File: config.mk
export PLATFORM = sky130hd
export DESIGN_NAME = ntt_stream_io
export DESIGN_NICKNAME = d
export VERILOG_FILES = /design/src/rtl/ntt_stream_io.sv
export SDC_FILE = /design/constraint.sdc
export NUM_CORES = 1
export LEC_CHECK = 0
export BUFFER_PORTS_ARGS = -buffer_cell sky130_fd_sc_hd__buf_2
export CORE_MARGIN = 2
export CORE_UTILIZATION = 45
export CTS_CLUSTER_SIZE = 8
export DETAILED_ROUTE_END_ITERATION = 8
export GPL_TIMING_DRIVEN = 0
export PLACE_DENSITY_LB_ADDON = 0.08
export RECOVER_POWER = 50
export REMOVE_ABC_BUFFERS = 1
export SYNTH_ARGS = -nofsm -noshare
export SYNTH_HDL_FRONTEND = slang
export SYNTH_SLANG_ARGS = --single-unit
File: constraint.sdc
create_clock -name clk -period 4.25 [get_ports clk]
set_input_delay 1.275 -clock clk [delete_from_list [all_inputs] [get_ports clk]]
set_output_delay 1.275 -clock clk [all_outputs]
set_load 0.005 [all_outputs]
File: src/rtl/ntt_stream_io.sv
// Streaming load/unload controller for the banked NTT coefficient memory.
// Loads a polynomial, launches the core, then streams the result back out.
module ntt_stream_io #(
    parameter int D_width = 17,
    parameter int BN      = 16,
    parameter int DEGREE  = 4096,
    parameter int MA      = DEGREE / BN,
    parameter int AW      = $clog2(MA),
    parameter int CW      = $clog2(DEGREE) + 1
) (
    input  logic                  clk,
    input  logic                  rst,
    input  logic [D_width-1:0]    modulus,
    input  logic                  in_valid,
    output logic                  in_ready,
    input  logic [D_width-1:0]    in_data,
    output logic                  out_valid,
    input  logic                  out_ready,
    output logic [D_width-1:0]    out_data,
    output logic                  start,
    input  logic                  done,
    output logic                  mem_wr_en,
    output logic [$clog2(BN)-1:0] mem_wr_bank,
    output logic [AW-1:0]         mem_wr_addr,
    output logic [D_width-1:0]    mem_wr_data,
    output logic                  mem_rd_en,
    output logic [$clog2(BN)-1:0] mem_rd_bank,
    output logic [AW-1:0]         mem_rd_addr,
    input  logic [D_width-1:0]    mem_rd_data,
    output logic                  busy,
    output logic                  range_err
);
    localparam int BW = $clog2(BN);

    typedef enum logic [2:0] {
        IDLE,
        LOAD,
        START,
        RUN,
        UNLOAD
    } state_t;

    state_t             state;
    logic [CW-1:0]      wr_cnt;
    logic [CW-1:0]      rd_cnt;
    logic [CW-1:0]      out_cnt;
    logic               rd_pend;
    logic [1:0]         sk_cnt;
    logic [D_width-1:0] sk_head;
    logic [D_width-1:0] sk_tail;

    logic               in_hs;
    logic               out_hs;
    logic               in_lt_q;
    logic               in_over;
    logic [D_width-1:0] in_diff;
    logic [D_width-1:0] in_red;
    logic [2:0]         occ_next;
    logic               rd_issue;

    assign in_hs   = in_valid & in_ready;
    assign out_hs  = out_valid & out_ready;

    // Single conditional subtract; inputs at or above 2q are flagged.
    assign in_lt_q = in_data < modulus;
    assign in_over = {1'b0, in_data} >= {modulus, 1'b0};
    assign in_diff = in_data - modulus;
    assign in_red  = in_lt_q ? in_data : in_diff;

    assign out_valid = sk_cnt != 2'd0;
    assign out_data  = sk_head;

    // Issue only if the word landing next cycle fits without a pop then.
    assign occ_next = {1'b0, sk_cnt} + {2'b0, rd_pend} - {2'b0, out_hs};
    assign rd_issue = (state == UNLOAD)
                    && (rd_cnt < CW'(DEGREE))
                    && (occ_next <= 3'd1);

    assign mem_rd_en   = rd_issue;
    assign mem_rd_bank = rd_cnt[BW-1:0];
    assign mem_rd_addr = rd_cnt[BW +: AW];

    always_ff @(posedge clk or negedge rst) begin
        if (!rst) begin
            state       <= IDLE;
            wr_cnt      <= '0;
            rd_cnt      <= '0;
            out_cnt     <= '0;
            rd_pend     <= 1'b0;
            sk_cnt      <= '0;
            sk_head     <= '0;
            sk_tail     <= '0;
            in_ready    <= 1'b0;
            start       <= 1'b0;
            busy        <= 1'b0;
            range_err   <= 1'b0;
            mem_wr_en   <= 1'b0;
            mem_wr_bank <= '0;
            mem_wr_addr <= '0;
            mem_wr_data <= '0;
        end else begin
            mem_wr_en <= in_hs;
            start     <= 1'b0;
            rd_pend   <= rd_issue;
            if (in_hs) begin
                mem_wr_bank <= wr_cnt[BW-1:0];
                mem_wr_addr <= wr_cnt[BW +: AW];
                mem_wr_data <= in_red;
                if (in_over)
                    range_err <= 1'b1;
            end
            if (rd_issue)
                rd_cnt <= rd_cnt + CW'(1);

            case ({rd_pend, out_hs})
                2'b10: begin
                    if (sk_cnt == 2'd0)
                        sk_head <= mem_rd_data;
                    else
                        sk_tail <= mem_rd_data;
                    sk_cnt <= sk_cnt + 2'd1;
                end
                2'b01: begin
                    sk_head <= sk_tail;
                    sk_cnt  <= sk_cnt - 2'd1;
                end
                2'b11: begin
                    if (sk_cnt == 2'd1) begin
                        sk_head <= mem_rd_data;
                    end else begin
                        sk_head <= sk_tail;
                        sk_tail <= mem_rd_data;
                    end
                end
                default: ;
            endcase

            unique case (state)
                IDLE: begin
                    in_ready <= 1'b1;
                    if (in_hs) begin
                        wr_cnt <= CW'(1);
                        busy   <= 1'b1;
                        state  <= LOAD;
                    end
                end
                LOAD: begin
                    if (in_hs) begin
                        if (wr_cnt == CW'(DEGREE - 1)) begin
                            wr_cnt   <= '0;
                            in_ready <= 1'b0;
                            state    <= START;
                        end else begin
                            wr_cnt <= wr_cnt + CW'(1);
                        end
                    end
                end
                START: begin
                    start <= 1'b1;
                    state <= RUN;
                end
                RUN: begin
                    if (done)
                        state <= UNLOAD;
                end
                UNLOAD: begin
                    if (out_hs) begin
                        if (out_cnt == CW'(DEGREE - 1)) begin
                            out_cnt  <= '0;
                            rd_cnt   <= '0;
                            busy     <= 1'b0;
                            in_ready <= 1'b1;
                            state    <= IDLE;
                        end else begin
                            out_cnt <= out_cnt + CW'(1);
                        end
                    end
                end
                default: state <= IDLE;
            endcase
        end
    end
endmodule

==> results <==
- The flow ran to the end, but the final reports show violations.
- The final reports fail on max-capacitance violations, max-slew violations.
- The number of hold violations in the final report is 0.
- The residual overflow from global routing is 0.
- Clock skew on the completed layout was measured at 0.00869 ns.
- In the detailed route, the total length drawn on met2 is 7530 um.
- For this run, asynchronously set or reset flops after synthesis account for 1.00.
- The number of clock sinks seen by CTS is 113.
- The number of vias per cell is 5.42.
- The finished layout holds 1007 standard cells, fillers aside.
- For the worst setup path, the data required time is 2.97 ns.
- The worst-path maximum fanout is 4.
- The worst setup path is launched from a primary input.
- After synthesis, the cell types taking the most area are sky130_fd_sc_hd__dfrtp_1, sky130_fd_sc_hd__ha_1, sky130_fd_sc_hd__nand2_1.
- The horizontal die dimension is 125 um.
- Entering global routing, the biggest net connects 61 pins.
- The fraction of the core area covered by cells at the end of the flow is 0.549.
- The instance count after placement with tap cells included is 974.
- The path class of the tightest hold or removal check is flop to flop.
- The simple-gate area share of the yosys netlist is 0.202.
- In the detailed route, the total length drawn on met3 is 661 um.
- Dividing the final minimum period by the clock period gives 0.969.
- The via count of the first global-routing pass came to 5447.
- The number of fillers in the final layout is 1330.
- The die footprint is 0.0157 mm2.
- The post-synthesis mux area share is 0.0563.
- The sequential element share of the synthesized area is 0.427.
- The final setup violation count is 0.
- For this run, the total global-route usage over all layers was measured as 0.201.
- The routed layout has 5461 vias.
- The critical path in this run is classified as primary input to primary output.
- The mean cell area of the mapped netlist is 9.30 um2.
- Signal routing reaches up to met4.
- The worst max-slew margin expressed relative to the limit is -0.981.
- The signal arrival time at the worst endpoint is 2.84 ns.
- The instance count of the mapped netlist is 712.
- The count of state elements after synthesis is 113.
- The clock transition at the registers of the reported paths is 0.05 ns.
- The number of rows in the core area is 44.
- The area of all sequential standard cells is 0.00283 mm2.
- In this run the remaining antenna-violating nets after routing total 0.
- The max-slew violation total from the final report is 54.
- Setup repair after global routing left no endpoint under its margin.
- The worst vdd rail ir drop is 0.266 mV.
- Based on the critical path, the design can be clocked at up to 243 MHz.
- The setup check on the worst reg-to-reg path leaves a slack of 1.01 ns.
- Buffers placed on the I/O ports in this run total 120.
- The tree is rooted in a sky130_fd_sc_hd__clkbuf_16.
- The number of placed I/O pins is 121.
- The number of antenna violations at the first check in global routing is 0.
- STA classifies the critical path endpoint as a primary output.
- The fraction of post-synthesis cell area in the top cell type by area is 0.427.
- TritonCTS created 17 clock buffers.
- For this run, the leading register cell type out of synthesis is sky130_fd_sc_hd__dfrtp_1.
- The first detailed-routing pass ran for 4 iterations.
- After synthesis, the largest family of logic cells by area is simple AND/OR/NAND/NOR gates.
- For this block, the routed nets add up to 15500 um of wire.
- The area overhead of the layout relative to synthesis is 20.0%.
- The Yosys step of the flow raised 0 warnings.
- The later pin in the worst-skew pair is clocked with a latency of 0.41 ns.
- The biggest area contributor in the post-synthesis netlist is sky130_fd_sc_hd__dfrtp_1.
- The adder-cell share of the synthesized area is 0.0797.
- The core region is 0.0145 mm2.
- The routed metal-1 wirelength is 7060 um.
- The number of max-cap violations is 1.
- The DRC violation total after the first TritonRoute iteration is 260.
- The number of flops mapped to enable cells by yosys is 0.
- The total inserted antenna cells is 0.
- The final critical-path required period is 4.12 ns.
- The CTS tree is done.
- The power density over cell area is 557 mW/mm2.
- After layout, the design draws a total of 0.00443 W.
- The clock tree synthesis step divided the H-tree into 4 levels.
- The complex-gate fraction of the synthesized area is 0.130.
- The vertical extent of the die is 125 um.
- The number of different library cells in the post-synthesis netlist is 72.
- The slew at the pin closest to its max-slew limit is 2.97 ns.
- The total DRC errors in the routed layout is 0.
- The summed instance area of the synthesized netlist is 0.00663 mm2.
- In the final design database the tool counted 908 nets.
- The wire length of the first global-routing pass is 25800 um.
- The effective utilization at floorplan is 0.458.
- The fraction of final layout cells sized beyond drive strength 1 is 0.226.
- The half-perimeter wire length of the detailed placement result is 11000 um.
- Of the total synthesized cell area, the portion taken by XOR and XNOR cells is 0.0529.
- The average wire per cell in the routed design is 15.4 um.
- In the final layout, the multi-input gates occupy 0.00348 mm2.
- The congestion estimate from routability-driven global placement came to 0.829.
- The maximum count of clock buffers along a single path is 2.
- Hold timing on the final database bottoms out at a slack of 0.464 ns.
- The leakage power summed over all cells is 4.05 nW.
[cell type report]
cell class / count / area share
Tap cell: 184 / 0.0290
Multi-Input combinational cell: 527 / 0.438
Timing Repair Buffer: 124 / 0.0815
Inverter: 28 / 0.0132
Clock inverter: 12 / 0.0257
Sequential cell: 113 / 0.356
Clock buffer: 19 / 0.0570
[metrics by stage]
stage / setup TNS [ns] / worst slack [ns] / cell area (um2)
final: 0 / 0.133 / 7950
after global routing: 0 / 0.0384 / 7950
after CTS: 0 / 0.0833 / 7970
after detailed placement: -0.702 / -0.521 / 7270
after global placement: -0.656 / -0.404 / 7220
after floorplan: 0 / 0.0265 / 6380
[placed cells by master (no fill, tap or decap), types with 3 or more instances in the layout]
cell,count
sky130_fd_sc_hd__o21ai_1,3
sky130_fd_sc_hd__clkbuf_16,17
sky130_fd_sc_hd__and4_1,6
sky130_fd_sc_hd__a211o_1,4
sky130_fd_sc_hd__inv_1,26
sky130_fd_sc_hd__o21ai_0,36
sky130_fd_sc_hd__nor4_1,3
sky130_fd_sc_hd__nand2b_1,4
sky130_fd_sc_hd__nand2_1,124
sky130_fd_sc_hd__a31oi_1,14
sky130_fd_sc_hd__dfrtp_1,113
sky130_fd_sc_hd__nand4_1,8
sky130_fd_sc_hd__nand3_1,29
sky130_fd_sc_hd__xor2_1,23
sky130_fd_sc_hd__inv_6,3
sky130_fd_sc_hd__and3_1,7
sky130_fd_sc_hd__clkinvlp_4,3
sky130_fd_sc_hd__mux2i_1,17
sky130_fd_sc_hd__bufinv_16,5
sky130_fd_sc_hd__o21a_1,6
sky130_fd_sc_hd__xnor2_1,15
sky130_fd_sc_hd__a21oi_1,25
sky130_fd_sc_hd__nor2_1,53
sky130_fd_sc_hd__ha_1,39
sky130_fd_sc_hd__clkbuf_1,6
sky130_fd_sc_hd__nor2b_1,5
sky130_fd_sc_hd__mux2_2,18
sky130_fd_sc_hd__or3_1,6
sky130_fd_sc_hd__buf_2,115
sky130_fd_sc_hd__nor3_1,14
sky130_fd_sc_hd__a21o_1,14
[routing by layer]
layer / up-vias / track usage
li1: 2679 / -
met4: 0 / 0.0667
met1: 2642 / 0.251
met2: 122 / 0.348
met5: - / 0
met3: 18 / 0.0441
[worst paths after layout]
| kind | startpoint | end | cells after the start |
|---|---|---|---|
| worst min register to register | out_cnt[6]$_DFFE_PN0P_ | out_cnt[6]$_DFFE_PN0P_ | 1 |
| worst min-delay path | out_cnt[6]$_DFFE_PN0P_ | out_cnt[6]$_DFFE_PN0P_ | 1 |
| max in group asynchronous | rst | out_cnt[12]$_DFFE_PN0P_ | 1 |
| worst max-delay path | out_ready | mem_rd_en | 10 |
| worst max register to register | in_ready$_DFFE_PN0P_ | mem_wr_data[15]$_DFFE_PN0P_ | 5 |
| min in group asynchronous | rst | out_data[13]$_DFFE_PN0P_ | 1 |
[power by group]
group | switching (W) | internal, W
Combinational | 0.000658 | 0.000563
Clock | 0.000521 | 0.00107
Sequential | 0.000224 | 0.00139
Total | 0.00140 | 0.00303
[worst max-delay path, stage by stage]
cell,delay (ns)
sky130_fd_sc_hd__buf_2,0.12
sky130_fd_sc_hd__nor2b_4,0.13
sky130_fd_sc_hd__xnor2_2,0.17
sky130_fd_sc_hd__ha_1,0.18
sky130_fd_sc_hd__inv_1,0.05
sky130_fd_sc_hd__fa_2,0.37
sky130_fd_sc_hd__xnor2_2,0.20
sky130_fd_sc_hd__nand4b_4,0.12
sky130_fd_sc_hd__inv_2,0.10
sky130_fd_sc_hd__buf_2,0.11
[state kept, by name (all words and copies together), names as in the netlist]
| name | count |
|---|---|
| busy | 1 |
| in_ready | 1 |
| mem_wr_addr | 8 |
| mem_wr_bank | 4 |
| mem_wr_data | 17 |
| mem_wr_en | 1 |
| out_cnt | 13 |
| out_data | 17 |
| range_err | 1 |
| rd_cnt | 13 |
| rd_pend | 1 |
| sk_cnt | 2 |
| sk_tail | 17 |
| start | 1 |
| state | 3 |
| wr_cnt | 13 |
[logic make-up (layout without fill, tap and decap cells)]
family / after synthesis / in the layout
DFF: 113 / 113
AOI/OAI and AO/OA: 133 / 133
muxes: 35 / 35
and+or+nand+nor: 278 / 278
adders and majority gates: 41 / 41
xor gates and xnor gates: 40 / 40
buffers and inverters: 72 / 183
[cell usage after synthesis, types with 3 or more instances]
cell type and instances:
sky130_fd_sc_hd__a211o_1 4, sky130_fd_sc_hd__clkbuf_1 17, sky130_fd_sc_hd__nor3_1 14, sky130_fd_sc_hd__nand3_1 29, sky130_fd_sc_hd__nand2b_1 4, sky130_fd_sc_hd__ha_1 39, sky130_fd_sc_hd__o21ai_0 36, sky130_fd_sc_hd__o21ai_1 3
sky130_fd_sc_hd__buf_4 13, sky130_fd_sc_hd__and4_1 6, sky130_fd_sc_hd__a21o_1 14, sky130_fd_sc_hd__a31oi_1 14, sky130_fd_sc_hd__nand2_1 123, sky130_fd_sc_hd__a21oi_1 26, sky130_fd_sc_hd__mux2i_1 17, sky130_fd_sc_hd__xnor2_1 17
sky130_fd_sc_hd__and2_1 3, sky130_fd_sc_hd__inv_1 27, sky130_fd_sc_hd__nor4_1 3, sky130_fd_sc_hd__or3_1 6, sky130_fd_sc_hd__xor2_1 23, sky130_fd_sc_hd__nand4_1 7, sky130_fd_sc_hd__dfrtp_1 113, sky130_fd_sc_hd__o21a_1 6
sky130_fd_sc_hd__nor2b_1 6, sky130_fd_sc_hd__mux2_2 18, sky130_fd_sc_hd__and3_1 7, sky130_fd_sc_hd__nor2_1 53, sky130_fd_sc_hd__buf_1 3, sky130_fd_sc_hd__buf_2 9
[repair_timing]
action,CTS,global route
hold buffers,0,0
setup endpoints to repair,1,1
setup buffers,2,0
resized for setup,6,1
endpoints found under the hold margin,0,0
pin swaps,1,1
Power figures use the tool's default switching activity.
